$ cat src/rtl/wb_queue.sv
// Writeback queue merging ALU (port A) and load (port B) results into a single
// register-file write port, with bypass lookup of pending entries.
module wb_queue #(
    parameter int unsigned DEPTH = 4,
    parameter int unsigned DW    = 32
) (
    input  logic                     clk,
    input  logic                     rst,
    input  logic                     valid_a,
    input  logic [4:0]               rd_a,
    input  logic [DW-1:0]            data_a,
    output logic                     ready_a,
    input  logic                     valid_b,
    input  logic [4:0]               rd_b,
    input  logic [DW-1:0]            data_b,
    output logic                     ready_b,
    output logic                     WE3,
    output logic [4:0]               A3,
    output logic [DW-1:0]            WD3,
    input  logic [4:0]               A1,
    input  logic [4:0]               A2,
    output logic                     hit1,
    output logic                     hit2,
    output logic [DW-1:0]            fwd1,
    output logic [DW-1:0]            fwd2,
    output logic [$clog2(DEPTH):0]   count
);

    localparam int unsigned PW = $clog2(DEPTH);

    logic [PW-1:0]   r_head;
    logic [PW-1:0]   r_tail;
    logic [PW:0]     r_count;
    logic [DEPTH-1:0] r_vld;
    logic [4:0]      r_rd   [DEPTH];
    logic [DW-1:0]   r_data [DEPTH];

    logic [PW:0]     w_free;
    logic            w_enq_a;
    logic            w_enq_b;
    logic            w_pop;
    logic [PW-1:0]   w_tail_b;
    logic [PW-1:0]   w_tail_nxt;
    logic [PW:0]     w_count_nxt;
    logic [PW-1:0]   w_lk_idx;

    // Free space is judged on start-of-cycle occupancy; a pop never funds an enqueue.
    assign w_free  = (PW+1)'(DEPTH) - r_count;
    assign ready_a = (w_free != '0);
    assign w_enq_a = valid_a && ready_a && (rd_a != 5'd0);
    assign ready_b = (w_free >= (PW+1)'(2)) || ((w_free != '0) && !w_enq_a);
    assign w_enq_b = valid_b && ready_b && (rd_b != 5'd0);

    assign w_pop       = (r_count != '0);
    assign w_tail_b    = r_tail + PW'(w_enq_a);
    assign w_tail_nxt  = w_tail_b + PW'(w_enq_b);
    assign w_count_nxt = r_count + (PW+1)'(w_enq_a) + (PW+1)'(w_enq_b) - (PW+1)'(w_pop);

    assign WE3   = w_pop;
    assign A3    = w_pop ? r_rd[r_head]   : 5'd0;
    assign WD3   = w_pop ? r_data[r_head] : '0;
    assign count = r_count;

    always_ff @(posedge clk or negedge rst) begin
        if (!rst) begin
            r_head  <= '0;
            r_tail  <= '0;
            r_count <= '0;
            r_vld   <= '0;
        end else begin
            if (w_pop) begin
                r_vld[r_head] <= 1'b0;
                r_head        <= r_head + PW'(1);
            end
            if (w_enq_a) r_vld[r_tail]   <= 1'b1;
            if (w_enq_b) r_vld[w_tail_b] <= 1'b1;
            r_tail  <= w_tail_nxt;
            r_count <= w_count_nxt;
        end
    end

    always_ff @(posedge clk) begin
        if (w_enq_a) begin
            r_rd[r_tail]   <= rd_a;
            r_data[r_tail] <= data_a;
        end
        if (w_enq_b) begin
            r_rd[w_tail_b]   <= rd_b;
            r_data[w_tail_b] <= data_b;
        end
    end

    // Walk oldest to youngest so the last match (youngest) wins.
    always_comb begin
        hit1     = 1'b0;
        hit2     = 1'b0;
        fwd1     = '0;
        fwd2     = '0;
        w_lk_idx = '0;
        for (int i = 0; i < DEPTH; i++) begin
            w_lk_idx = r_head + PW'(i);
            if (r_vld[w_lk_idx] && (A1 != 5'd0) && (r_rd[w_lk_idx] == A1)) begin
                hit1 = 1'b1;
                fwd1 = r_data[w_lk_idx];
            end
            if (r_vld[w_lk_idx] && (A2 != 5'd0) && (r_rd[w_lk_idx] == A2)) begin
                hit2 = 1'b1;
                fwd2 = r_data[w_lk_idx];
            end
        end
    end

endmodule
$ cat config.mk
export PLATFORM = sky130hd
export DESIGN_NAME = wb_queue
export DESIGN_NICKNAME = d
export VERILOG_FILES = /design/src/rtl/wb_queue.sv
export SDC_FILE = /design/constraint.sdc
export NUM_CORES = 1
export LEC_CHECK = 0
export CAP_MARGIN = 10
export CORE_ASPECT_RATIO = 0.8
export CORE_MARGIN = 2
export CORE_UTILIZATION = 38
export DETAILED_ROUTE_END_ITERATION = 6
export DONT_BUFFER_PORTS = 1
export PLACE_DENSITY = 0.63
export SYNTH_ARGS = -nofsm -noshare
export SYNTH_HDL_FRONTEND = slang
export SYNTH_SLANG_ARGS = --single-unit
$ cat constraint.sdc
create_clock -name clk -period 4.34 [get_ports clk]
set_input_delay 0.651 -clock clk [delete_from_list [all_inputs] [get_ports clk]]
set_output_delay 0.651 -clock clk [all_outputs]
set_load 0.05 [all_outputs]
* Word level (Yosys, flattened, before mapping) *
Memory sizes are Yosys's and may differ from the RTL's.
Index checks and enable logic that the tools add are counted.

storage, ports and cells
  flip-flop bits (word level) = 11
  RAM bits = 148
  bits of input ports = 88
  output and inout bits = 109
  memories = 2

cells by class
  add/sub/neg operators = 9
  order comparisons = 10
  equal/unequal tests = 8
  multiplexer cells = 39
  bitwise operators = 4
  reduce and logical (&&, ||, !) cells = 32

memory list
  memory  depth  bits a word  rd ports  clocked after memory_dff  wr ports  RTL line  RTL
  r_data  4      32           4         0                         2         36        logic [DW-1:0] r_data [DEPTH];
  r_rd    4      5            4         0                         2         35        logic [4:0] r_rd [DEPTH];

operators by type and width
  kind                                                                           count
  32-bit 2-to-1 mux                                                              9
  5-bit equality test                                                            8
  1-bit logical AND                                                              24
  5-bit nonzero test                                                             4
  1-bit 2-to-1 mux                                                               19
  2-bit by 3-bit less-than comparator with 1-bit output (second input constant)  6
  4-bit 2-to-1 mux                                                               3
  1-bit binary-select mux with 2-bit select                                      4
  4-bit OR                                                                       2
  3-bit by 1-bit adder with 3-bit output                                         2
  1-bit demux with 2-bit select                                                  3
  2-bit by 1-bit >= comparator with 1-bit output (second input constant)         3
  3-bit nonzero test                                                             2
  5-bit 2-to-1 mux                                                               1
  2-bit by 1-bit adder with 2-bit output                                         2
  2-bit adder (second input constant)                                            2
  4-bit bitwise AND                                                              1
  4-bit NOT                                                                      1
  3-bit by 2-bit >= comparator with 1-bit output (second input constant)         1
  3-bit by 1-bit subtractor with 3-bit output                                    1
  3-bit subtractor (first input constant)                                        1
  2-bit by 1-bit adder with 2-bit output (second input constant)                 1
  1-bit logical NOT                                                              1
  1-bit logical OR                                                               1

* Depth between registers and ports, before layout *
Gate-level depths: netlist of run 1.

  depth in word-level cells = 11
  depth in mapped cells = 17
  gate-level depth less buffers = 14

* Least setup slack after synthesis of run 1 *
No wires, ideal clock.

  path type = register to output
  from = reg r_head[0]
  to = out fwd2[10]
  arrival time = 4.830 ns
  data required time = 3.689 ns
  slack = -1.141 ns
  cell stages (with the launch flop) = 17
  path buffers = 8
  cell sequence = dfrtp_1 buf_6 buf_6 buf_2 buf_2 buf_1 inv_1 ha_1 buf_6 mux4_2 xor2_1 nor4_4 and2_1 buf_4 buf_6 a221oi_1 o31ai_1

on the way
  elaborated cells on any way between the ends = 29
  those cells by class = 3 x add/sub; 4 x eq/ne; 12 x mux; 8 x reduce/logical; 2 x memory

RTL lines
  item                                                           RTL line  RTL
  from (decl)                                                    31        logic [PW-1:0] r_head;
  from (signal assigned)                                         73        r_head <= r_head + PW'(1);
  2-bit adder *                                                  101       w_lk_idx = r_head + PW'(i);
  named net w_lk_idx[0]                                          45        logic [PW-1:0] w_lk_idx;
  branches (longest 4 deep; another with memory read 4 x 5 bit)  n/a
  32-bit 2-to-1 mux *                                            106       if (r_vld[w_lk_idx] && (A2 != 5'd0) && (r_rd[w_lk_idx] == A2)) begin
  to (decl)                                                      25        output logic [DW-1:0] fwd2,

Mark *: on every way through the listed nets, which the timed path passes. The select of a mux whose other input is x is not followed.

* Worst setup path after layout of run 1 *
  from = reg r_head[1]
  to = out fwd2[25]

on the way
  word-level cells in the longest chain between the ends = 8
  elaborated cells on any way between the ends = 29
  those cells by class = 3 x add/sub; 4 x eq/ne; 12 x mux; 8 x reduce/logical; 2 x memory

ends and longest elaborated chain
  item                                                           RTL line
  branches (longest 7 deep; another with memory read 4 x 5 bit)  n/a
  32-bit 2-to-1 mux *                                            106

Mark *: on every way between the ends. The select of a mux whose other input is x is not followed.

==> results of run 1 <==
==> flip-flops by register name, summed over array words and instances, names as in the netlist <==
name and flops:
r_rd 20, r_head 2, r_tail 2, count 3, r_vld 4, r_data 128
==> final cells by class <==
cell class,instances,area (um2),share of cell area
clock buffer,19,433,0.0254
clock inverter,13,234,0.0137
inverter,15,56.3,0.00330
multi-input combinational,725,8990,0.528
sequential,159,4730,0.277
tap,472,591,0.0346
timing repair buffer,127,2010,0.118
==> Yosys cell counts, types with 8 or more instances <==
cell,n,area share
sky130_fd_sc_hd__dfrtp_1,11,0.020
sky130_fd_sc_hd__buf_1,11,0.0031
sky130_fd_sc_hd__mux2_2,149,0.12
sky130_fd_sc_hd__clkbuf_1,43,0.012
sky130_fd_sc_hd__xnor2_1,39,0.025
sky130_fd_sc_hd__o31ai_1,12,0.0067
sky130_fd_sc_hd__o221ai_1,29,0.019
sky130_fd_sc_hd__buf_6,8,0.0067
sky130_fd_sc_hd__nand2_1,96,0.027
sky130_fd_sc_hd__mux4_2,152,0.25
sky130_fd_sc_hd__inv_1,15,0.0042
sky130_fd_sc_hd__a221oi_2,10,0.011
sky130_fd_sc_hd__nor2_1,47,0.013
sky130_fd_sc_hd__and2_1,37,0.017
sky130_fd_sc_hd__ha_1,11,0.010
sky130_fd_sc_hd__mux2i_1,29,0.022
sky130_fd_sc_hd__nand3_1,8,0.0030
sky130_fd_sc_hd__o31ai_2,19,0.018
sky130_fd_sc_hd__buf_2,32,0.012
sky130_fd_sc_hd__nor3_1,9,0.0033
sky130_fd_sc_hd__a221oi_1,19,0.012
sky130_fd_sc_hd__edfxtp_1,148,0.33
==> worst max path at each step <==
stage                   start  endpoint  slack [ns]  depth (start not counted)
floorplan           r_head[0]  fwd1[22]       -0.02                         17
global placement    r_head[1]   fwd2[8]        0.24                          9
detailed placement  r_head[0]   fwd2[8]        0.26                         10
CTS                 r_head[1]  fwd2[15]       0.009                          8
global route        r_head[0]  fwd2[25]       -0.02                         11
finish              r_head[1]  fwd2[25]        0.12                         11
==> critical path, cell delays in order, from the launching register on <==
cell	delay (ns)
sky130_fd_sc_hd__dfrtp_4	0.41
sky130_fd_sc_hd__inv_1	0.08
sky130_fd_sc_hd__ha_4	0.35
sky130_fd_sc_hd__buf_4	0.13
sky130_fd_sc_hd__mux4_2	0.53
sky130_fd_sc_hd__xnor2_1	0.14
sky130_fd_sc_hd__and3_1	0.25
sky130_fd_sc_hd__a2111oi_1	0.52
sky130_fd_sc_hd__buf_4	0.19
sky130_fd_sc_hd__a211oi_1	0.06
sky130_fd_sc_hd__o31ai_4	0.28
sky130_fd_sc_hd__buf_12	0.18
==> timing repair <==
action,in CTS,in global routing
endpoints found under the setup margin,56,59
pin swaps,2,2
hold buffers,1,0
setup buffers,3,7
endpoints found under the hold margin,11,0
resized for setup,5,25
cloned,1,1
==> stage by stage <==
step	cell area [um2]	hold slack, ns	TNS, ns	util
2_1_floorplan	14200	0.355	-0.200	-
3_3_place_gp	16100	0.356	0	0.463
3_5_place_dp	16100	0.356	0	0.463
4_1_cts	16900	0.408	0	0.485
5_1_grt	17000	0.404	-0.0467	0.490
6_report	17000	0.425	0	0.490
==> kinds of logic (layout without fill, tap and decap cells) <==
logic type / count (synthesis) / count (layout) / synth area share
buffers and inverters: 117 / 174 / 0.0442
muxes: 330 / 330 / 0.401
and+or+nand+nor: 220 / 220 / 0.0764
DFF: 159 / 159 / 0.351
adders and majority gates: 13 / 13 / 0.0132
AOI/OAI and AO/OA: 116 / 116 / 0.0834
xor gates and xnor gates: 46 / 46 / 0.0311
==> metal layers <==
layer / track usage / up-vias / wire length (um)
met4: 0.0598 / 2 / 770
met5: 0 / - / 13
li1: - / 4145 / -
met3: 0.0609 / 46 / 3610
met2: 0.370 / 448 / 20000
met1: 0.308 / 5086 / 17700
==> results.md, run 1 <==
- The flow ran to the end, and the final reports show no timing, DRC or antenna violations.
- The post-synthesis instance total is 1,001.
- The root buffer cell is sky130_fd_sc_hd__clkbuf_16.
- The detailed router finished its first iteration with around 800 violations.
- The worst register-to-register path begins at count[0].
- The transition time at the pin with the least slew margin is 0.749 ns.
- After detailed routing, the number of remaining DRC violations is 0.
- The number of antenna diodes is 0.
- In this run the worst path has a maximum fanout of 7.
- After synthesis, the share of flip-flops with an asynchronous set or reset is 0.0692.
- The fraction of the cycle the final worst path needs is 0.972.
- The clock sink total is 159.
- The number of antenna-violating nets in the routed design is 0.
- The H-tree was split into 4 levels.
- The worst clock skew is 0.00876 ns.
- The die outline height is 172 um.
- After detailed routing, the number of vias per cell comes to around 6.4.
- The critical path data required time is 3.69 ns.
- Global routing finished with a remaining overflow of 0.
- The worst setup path is of the reg2out kind.
- For this run, the leading register cell type out of synthesis is sky130_fd_sc_hd__edfxtp_1.
- The wire length after detailed routing is 42,100 um.
- The worst-case setup slack after placement is 0.262 ns.
- The number of antenna violations at the first check in global routing is 1.
- The count of non-filler cells in the finished layout is between 1,500 and 2,000.
- The floorplan has 61 rows.
- The via count is 9,727.
- The number of cells on the worst hold path is 1.
- The clock-pin slew on the worst setup and hold paths is 0.07 ns.
- The global-route wire length before repair is 63,300 um.
- The largest net degree at the start of global routing is 54.
- The final max-slew violation count came to 0.
- Clock tree synthesis inserted a total of 17 buffers.
- The Yosys step of the flow raised 0 warnings.
- The total standard cell area after synthesis is 13,500 um2.
- The number of different library cells in the post-synthesis netlist is between 40 and 50.
- The global-route usage over all layers is 0.229.
- Yosys mapped a number of flops with a built-in enable equal to 148.
- The reg-to-reg setup timing slack is 0.64 ns.
- The arrival time at the worst endpoint is 3.57 ns.
- No sink is reached through more buffers than the 2 on the longest clock path.
- The full die area is 36,900 um2.
- The worst hold path endpoint is r_data[1][10].
- For this configuration, the core starts out at a cell density of 0.386.
- Setup repair after global routing could not meet its margin everywhere.
- The number of global-route vias before repair is 9,766.
- In this run the count of I/O pins placed on the die edge is 197.
- The number of maximum-capacitance constraint violations is 0.
- The total area inside the core boundary comes to about 35,000 um2.
- The worst hold path belongs to the class in2reg.
- The depth of the worst register-to-register path is 12.
- At the end of the flow, the number of nets in the layout was 1,146.
- After layout, the worst setup slack is around 0.12 ns.
- The area growth from synthesis to layout is 26.8%.
- In this run the most critical hold path is launched from data_a[10].
- The wire-length estimate of the detail-placed layout is between 20,000 and 30,000 um.
- The count of buffers inserted at the top-level ports is 0.
- At the end of routability-driven placement, the weighted congestion stood at between 0.8 and 0.9.
- For this run, the register share of the synthesized area comes to 0.351.
- The mean post-synth cell area is 13.4 um2.
- The number of nets in the synthesized netlist is 1,102.
- The count of placed standard cells including taps is 1,485.
- The synthesized flop and latch total is 159.
- For this run, the detailed router's first-pass iteration total came to 5.
- The die is 214 um wide.
- Static timing analysis puts the maximum clock frequency at 237 MHz.
- The total count of hold-check failures in the final report came to 0.
- The most frequent standard cell in the layout excluding fill and tap cells is sky130_fd_sc_hd__mux4_2.
- The remaining max-slew budget at the tightest pin is 0.498.
- The worst setup path is captured at an output port.
- The library cells used most frequently in the layout, excluding fill and tap cells, are 152 x sky130_fd_sc_hd__mux4_2, 149 x sky130_fd_sc_hd__mux2_2, 148 x sky130_fd_sc_hd__edfxtp_1.
- Counting I/O delays and the setup requirement, the final critical path takes 4.22 ns.
- The worst setup path is launched from a flop.
- Clock latency on the worst-skew pair, taken at its later pin, is 0.44 ns.
- TritonCTS built the clock tree.
- Of the cells placed in the final design, the portion with a size suffix greater than 1 is 0.540.
- The endpoint of the most critical register-to-register path is r_data[0][28].
- The final-report setup violation count is 0.
- In the final routed layout, each cell accounts on average for 27.5 um.
- The filler cells instantiated in the layout total 3,008.
Power of run 1 is not shown: default switching activity piles up to over one toggle a cycle in this logic, so the estimate is an artifact.
==> run 2: changes to the inputs <==
==> constraint.sdc (replaced) <==
create_clock -name clk -period 4.34 [get_ports clk]
set_input_delay 0.434 -clock clk [delete_from_list [all_inputs] [get_ports clk]]
set_output_delay 0.434 -clock clk [all_outputs]
set_load 0.05 [all_outputs]
==> results.md, run 2 (synthesized netlist as in run 1, its figures left out) <==
- The fraction of the cycle the final worst path needs is 0.972 (about the same).
- The number of antenna violations at the first check in global routing is 2 (+1).
- The global-route wire length before repair came to 62,600 um (-1.1%).
- The estimated wirelength of the detail-placed design was 28,100 um (-0.79%).
- The number of maximum-capacitance constraint violations is 0 (unchanged).
- The worst-path maximum fanout is 25 (+18).
- The clock latency on the worst-skew pair came to 0.44 ns (about the same).
- The via count came to 9,616 (-1.1%).
- The final net count was 1,127 (-1.7%).
- The largest delay contributor family on the critical path is compound AO/OA/AOI/OAI gates.
- The critical path is of the reg2out type.
- The peak clock frequency supported by timing was 237 MHz (about the same).
- The flip-flop count of the largest register, all copies and words added was 128 (unchanged).
- The aggregate global routing overflow is 0 (unchanged).
- CTS placed an instance of sky130_fd_sc_hd__clkbuf_16 at the clock tree root.
- The buffering stage count on the worst path with inverters included is 2 (-2).
- The worst setup path is launched from a flop.
- The worst hold-check path type is in2reg.
- The flow ran to the end, and the final reports show no timing, DRC or antenna violations.
- The total negative slack is 0 ns (unchanged).
- The most frequent standard cell in the layout excluding fill and tap cells is sky130_fd_sc_hd__mux4_2.
- The final max-slew violation count is 0 (unchanged).
- The largest net degree at the start of global routing was 133 (+150%).
- The number of I/O pins is 197 (unchanged).
- Tracing the worst setup path back leads to its startpoint at r_head[0].
- The worst setup path is captured at an output port.
- The horizontal die dimension is 214 um (unchanged).
- The critical path data required time is 3.91 ns (+0.22 ns).
- The register ranked first by flip-flop count is r_data.
- Setup repair after global routing could not meet its margin everywhere.
- The transition time at the pin with the least slew margin is 1.04 ns (+0.293 ns).
- The initial standard-cell utilization of the core came to 0.386 (unchanged).
- The share of final-layout standard cells stronger than drive strength 1 is 0.511 (-0.0286).
- The count of buffers inserted at the top-level ports came to 0 (unchanged).
- The cell type of the slowest stage on the worst timing path is sky130_fd_sc_hd__a2111oi_0.
- The global-route usage over all layers is 0.226 (-0.00278).
- The maximum level of the CTS H-tree was 4 (unchanged).
- The post-CTS setup buffer count is 0 (-3).
- The CTS buffer count is 17 (unchanged).
- The worst register-to-register path begins at count[0].
- The final-report setup violation count is 0 (unchanged).
- The die outline height is 172 um (unchanged).
- The remaining design rule violation count is 0 (unchanged).
- The total count of hold-check failures in the final report is 0 (unchanged).
- The largest registers in the layout are r_data (128), r_rd (20), r_vld (4).
- The number of buffers between clock root and the deepest sink is 2 (unchanged).
- The number of global-route vias before repair came to 9,738 (-0.29%).
- The full die area is 36,900 um2 (unchanged).
- The standard-cell row count came to 61 (unchanged).
- The placeable core region came to 34,800 um2 (unchanged).
- The mean number of vias per cell is 6.36 (about the same).
- The minimum clock period was 4.22 ns (+0.00190 ns).
- The clock-pin slew on the worst setup and hold paths is 0.07 ns (about the same).
- TritonCTS built the clock tree.
- The critical path's largest stage delay is 0.80 ns (+0.27 ns).
- The clock sink total is 159 (unchanged).
- The remaining max-slew budget at the tightest pin is 0.304 (-0.194).
- The wire length after detailed routing is 41,600 um (-1.3%).
- The worst clock skew came to 0.00648 ns (-0.00228 ns).
- The startpoint of the tightest hold check path is data_a[12].
- The detailed router's first-iteration violation count is 895 (+12%).
- The number of antenna-violating nets in the routed design is 0 (unchanged).
- The weighted congestion at the end of routability-driven global placement is 0.906 (+4.3%).
- The first-pass iteration count of the detailed router was 5 (unchanged).
- The arrival time at the worst endpoint was 3.79 ns (+0.22 ns).
- The critical path goes through buf_4, mux4_2, xnor2_1, nand4_2, a2111oi_0, a211oi_1, o31ai_4, buf_12.
- The routed wire length per instance is 27.5 um (-0.15%).
- The area growth from synthesis to layout is 22.5%.
- The library cells used most frequently in the layout, excluding fill and tap cells, are 152 x sky130_fd_sc_hd__mux4_2, 149 x sky130_fd_sc_hd__mux2_2, 148 x sky130_fd_sc_hd__edfxtp_1.
[run 2: changes by cell type in the layout (fill, tap and decap cells not counted), moves of 4 or more]
cell                        previous run  this run
sky130_fd_sc_hd__bufinv_16             6         2
sky130_fd_sc_hd__buf_6                 7         2
sky130_fd_sc_hd__o221ai_2             17        29
sky130_fd_sc_hd__a221oi_2             20        10
sky130_fd_sc_hd__a221oi_1              9        19
sky130_fd_sc_hd__buf_4                37        28
sky130_fd_sc_hd__o221ai_4             12         0
[run 2: path summary, 6_finish.rpt]
check | endpoint | slack [ns] | cells after the start
setup / recovery | fwd2[25] | 0.12 | 8
hold / removal | r_data[0][12] | 0.21 | 1
setup reg to reg | r_data[3][15] | 0.52 | 11
hold reg to reg | r_vld[3] | 0.56 | 1
max in group asynchronous | r_head[0] | 3.51 | 1
min in group asynchronous | r_vld[3] | 0.42 | 1
[run 2: per-layer routing]
metal,up-vias,track usage,routed length (um)
met1,4988,0.294,17200
met2,467,0.370,19800
met3,47,0.0712,3780
met5,-,0,0
li1,4114,-,-
met4,0,0.0571,721
[run 2: area by class of cell]
cell class | count | area [um2]
diodes | 1 | 2.50
clock buffers | 21 | 440
clock inverters | 11 | 118
fillers | 3029 | 18300
inverters | 15 | 56.3
multi-input cells | 725 | 8750
flip-flops and latches | 159 | 4730
well taps | 472 | 591
repair buffers | 108 | 1790
[run 2: worst reg2reg max path, stage by stage, from the launching register on]
cell and delay [ns]:
sky130_fd_sc_hd__dfrtp_1 0.64, sky130_fd_sc_hd__inv_1 0.19, sky130_fd_sc_hd__ha_1 0.27, sky130_fd_sc_hd__ha_1 0.21
sky130_fd_sc_hd__nand2b_1 0.15, sky130_fd_sc_hd__a21o_1 0.19, sky130_fd_sc_hd__inv_1 0.12, sky130_fd_sc_hd__ha_1 0.21
sky130_fd_sc_hd__xor2_1 0.25, sky130_fd_sc_hd__and4_2 0.50, sky130_fd_sc_hd__o21bai_4 0.51, sky130_fd_sc_hd__buf_12 0.26
[run 2: stage by stage]
step	setup slack (ns)	instance area, um2	hold slack, ns	cells	util
2_1_floorplan	0.00928	14000	0.138	1001	-
3_3_place_gp	0.324	15900	0.139	1477	0.455
3_5_place_dp	0.284	15900	0.139	1477	0.455
4_1_cts	0.00781	16400	0.189	1510	0.472
5_1_grt	-0.0138	16500	0.191	1511	0.473
6_report	0.120	16500	0.208	1512	0.473
[run 2: what timing repair did]
action / CTS / global route
setup endpoints to repair: 2 / 33
hold endpoints to repair: 11 / 0
gates cloned: 0 / 1
hold buffers: 1 / 0
resized for setup: 2 / 5
pin swaps: 0 / 1
Power of run 2 is left out for the same reason.
==> run 3: changes to the inputs <==
- CORE_ASPECT_RATIO: 0.8 -> 0.6
==> results.md, run 3 (synthesized netlist as in run 1, its figures left out) <==
- The flow ran to the end, and the final reports show no timing, DRC or antenna violations.
- The placeable core region is 34,900 um2 (+0.41%).
- The final-report setup violation count is 0 (unchanged).
- The standard-cell row count is 53 (-13%).
- The number of antenna diodes is 0 (-1).
- The clock latency on the worst-skew pair is 0.46 ns (+0.02 ns).
- The remaining design rule violation count came to 0 (unchanged).
- Setup repair after global routing left no endpoint under its margin.
- The critical path data required time is 3.91 ns (about the same).
- The total length of routed met3 wires is 3750 um (-0.95%).
- The maximum level of the CTS H-tree was 4 (unchanged).
- The routed wire length per instance is 27.6 um (+0.37%).
- The startpoint of the worst register-to-register path is count[1].
- The number of global-route vias before repair is 9,654 (-0.86%).
- The initial standard-cell utilization of the core came to 0.385 (-0.00159).
- The critical path is of the reg2out type.
- The first-pass iteration count of the detailed router was 5 (unchanged).
- The count of buffers inserted at the top-level ports is 0 (unchanged).
- The weighted congestion at the end of routability-driven global placement is 0.841 (-7.2%).
- The share of final-layout standard cells stronger than drive strength 1 was 0.517 (+0.00574).
- The transition time at the pin with the least slew margin is 0.908 ns (-0.134 ns).
- The CTS buffer count was 17 (unchanged).
- The number of antenna-violating nets in the routed design was 0 (unchanged).
- The estimated wirelength of the detail-placed design is 28,600 um (+1.5%).
- The largest net degree at the start of global routing came to 61 (-54%).
- The minimum clock period was 4.20 ns (-0.0165 ns).
- The startpoint of the tightest hold check path is rd_a[4].
- The horizontal die dimension is 247 um (+15%).
- The library cell used most frequently in the layout, excluding fill and tap cells, is sky130_fd_sc_hd__mux4_2.
- The total negative slack is 0 ns (unchanged).
- The largest registers in the layout are r_data (128), r_rd (20), r_vld (4).
- The critical path endpoint category is an output port.
- The total count of hold-check failures in the final report is 0 (unchanged).
- The full die area is 37,000 um2 (+0.11%).
- The remaining max-slew budget at the tightest pin is 0.393 (+0.0893).
- The final net count is 1,129 (+0.18%).
- The area growth from synthesis to layout is 22.6% (about the same).
- The peak clock frequency supported by timing came to 238 MHz (+0.39%).
- The detailed router's first-iteration violation count is 927 (+3.6%).
- The via count was 9,655 (+0.41%).
- The number of maximum-capacitance constraint violations came to 0 (unchanged).
- The global-route wire length before repair is 62,900 um (+0.46%).
- The global-route usage over all layers is 0.231 (+0.00479).
- The number of buffers between clock root and the deepest sink is 2 (unchanged).
- The final instance area is 16,500 um2 (about the same).
- The worst clock skew is 0.0126 ns (+0.00614 ns).
- TritonCTS built the clock tree.
- The met2 wirelength from detailed routing is 19,000 um (-4.1%).
- Routed signal wires occupy layers up through met4.
- The area used by multi-input combinational logic is 8740 um2 (about the same).
- The flip-flop count of the largest register, all copies and words added was 128 (unchanged).
- The critical path launch point type is a flop.
- The standard cell area after detailed placement came to 15,900 um2 (about the same).
- The storage element area was 4730 um2 (unchanged).
- The library cells used most frequently in the layout, excluding fill and tap cells, are 152 x sky130_fd_sc_hd__mux4_2, 149 x sky130_fd_sc_hd__mux2_2, 148 x sky130_fd_sc_hd__edfxtp_1.
- More flip-flops sit in one register than any other, and that register is r_data.
- The final max-slew violation count is 0 (unchanged).
- The mean number of vias per cell is 6.40 (+0.67%).
- The number of antenna violations at the first check in global routing came to 0 (-2).
- The wire length after detailed routing is 41,600 um (+0.10%).
- The cell sitting at the root of the clock tree is a sky130_fd_sc_hd__clkbuf_16.
- The clock-pin slew on the worst setup and hold paths is 0.08 ns (about the same).
- The met1 wire length is 18,300 um (+6.4%).
- The clock sink total is 159 (unchanged).
- The worst-path maximum fanout came to 17 (-32%).
- The critical path startpoint is r_head[0].
- The worst hold-check path type is in2reg.
- The fraction of the cycle the final worst path needs is 0.969 (-0.00379).
- The number of I/O pins is 197 (unchanged).
- The aggregate global routing overflow was 0 (unchanged).
- The arrival time at the worst endpoint is 3.77 ns (-0.02 ns).
- The die outline height is 150 um (-13%).
- The layout filler cell count came to 3,025 (-0.13%).
## run 3: repair_timing
| item | CTS | global route |
|---|---|---|
| setup buffers | 0 | 2 |
| hold buffers | 1 | 0 |
| hold endpoints to repair | 11 | 0 |
| endpoints found under the setup margin | 0 | 53 |
| gates resized for setup | 0 | 3 |
## run 3: layout make-up
cell class / instances / area share
sequential: 159 / 0.287
timing repair buffer: 110 / 0.109
inverter: 15 / 0.00341
clock inverter: 15 / 0.00994
multi-input combinational: 725 / 0.530
tap: 467 / 0.0354
clock buffer: 17 / 0.0258
## run 3: final timing paths
kind / depth (start not counted) / slack (ns) / end
hold / removal: 1 / 0.19 / r_rd[0][4]
setup / recovery: 10 / 0.14 / fwd2[30]
min in group asynchronous: 1 / 0.40 / count[2]
max in group asynchronous: 1 / 3.51 / r_head[1]
setup reg to reg: 12 / 0.66 / r_data[3][17]
hold reg to reg: 1 / 0.59 / r_vld[1]
## run 3: worst max-delay path, cell delays in order (launching register included)
cell and delay (ns):
sky130_fd_sc_hd__dfrtp_4 0.41, sky130_fd_sc_hd__inv_1 0.08, sky130_fd_sc_hd__ha_4 0.39, sky130_fd_sc_hd__mux4_2 0.58, sky130_fd_sc_hd__xor2_1 0.19, sky130_fd_sc_hd__nor4_4 0.40
sky130_fd_sc_hd__and2_2 0.23, sky130_fd_sc_hd__buf_4 0.34, sky130_fd_sc_hd__a221oi_1 0.19, sky130_fd_sc_hd__o31ai_4 0.31, sky130_fd_sc_hd__buf_12 0.17
## run 3: layer usage
metal  vias to the layer above  global-route usage
li1                       4115                   -
met1                      5056               0.329
met2                       445               0.353
met3                        39              0.0637
met4                         0              0.0506
met5                         -                   0
## run 3: per-stage QoR
stage	cells	util	worst slack, ns	hold WS, ns
after floorplan	1001	-	0.00928	0.138
after global placement	1473	0.454	0.587	0.139
after detailed placement	1473	0.454	0.525	0.139
after CTS	1506	0.471	0.0177	0.172
after global routing	1508	0.472	0.00549	0.168
final	1508	0.472	0.136	0.190
Power of run 3 is left out for the same reason.
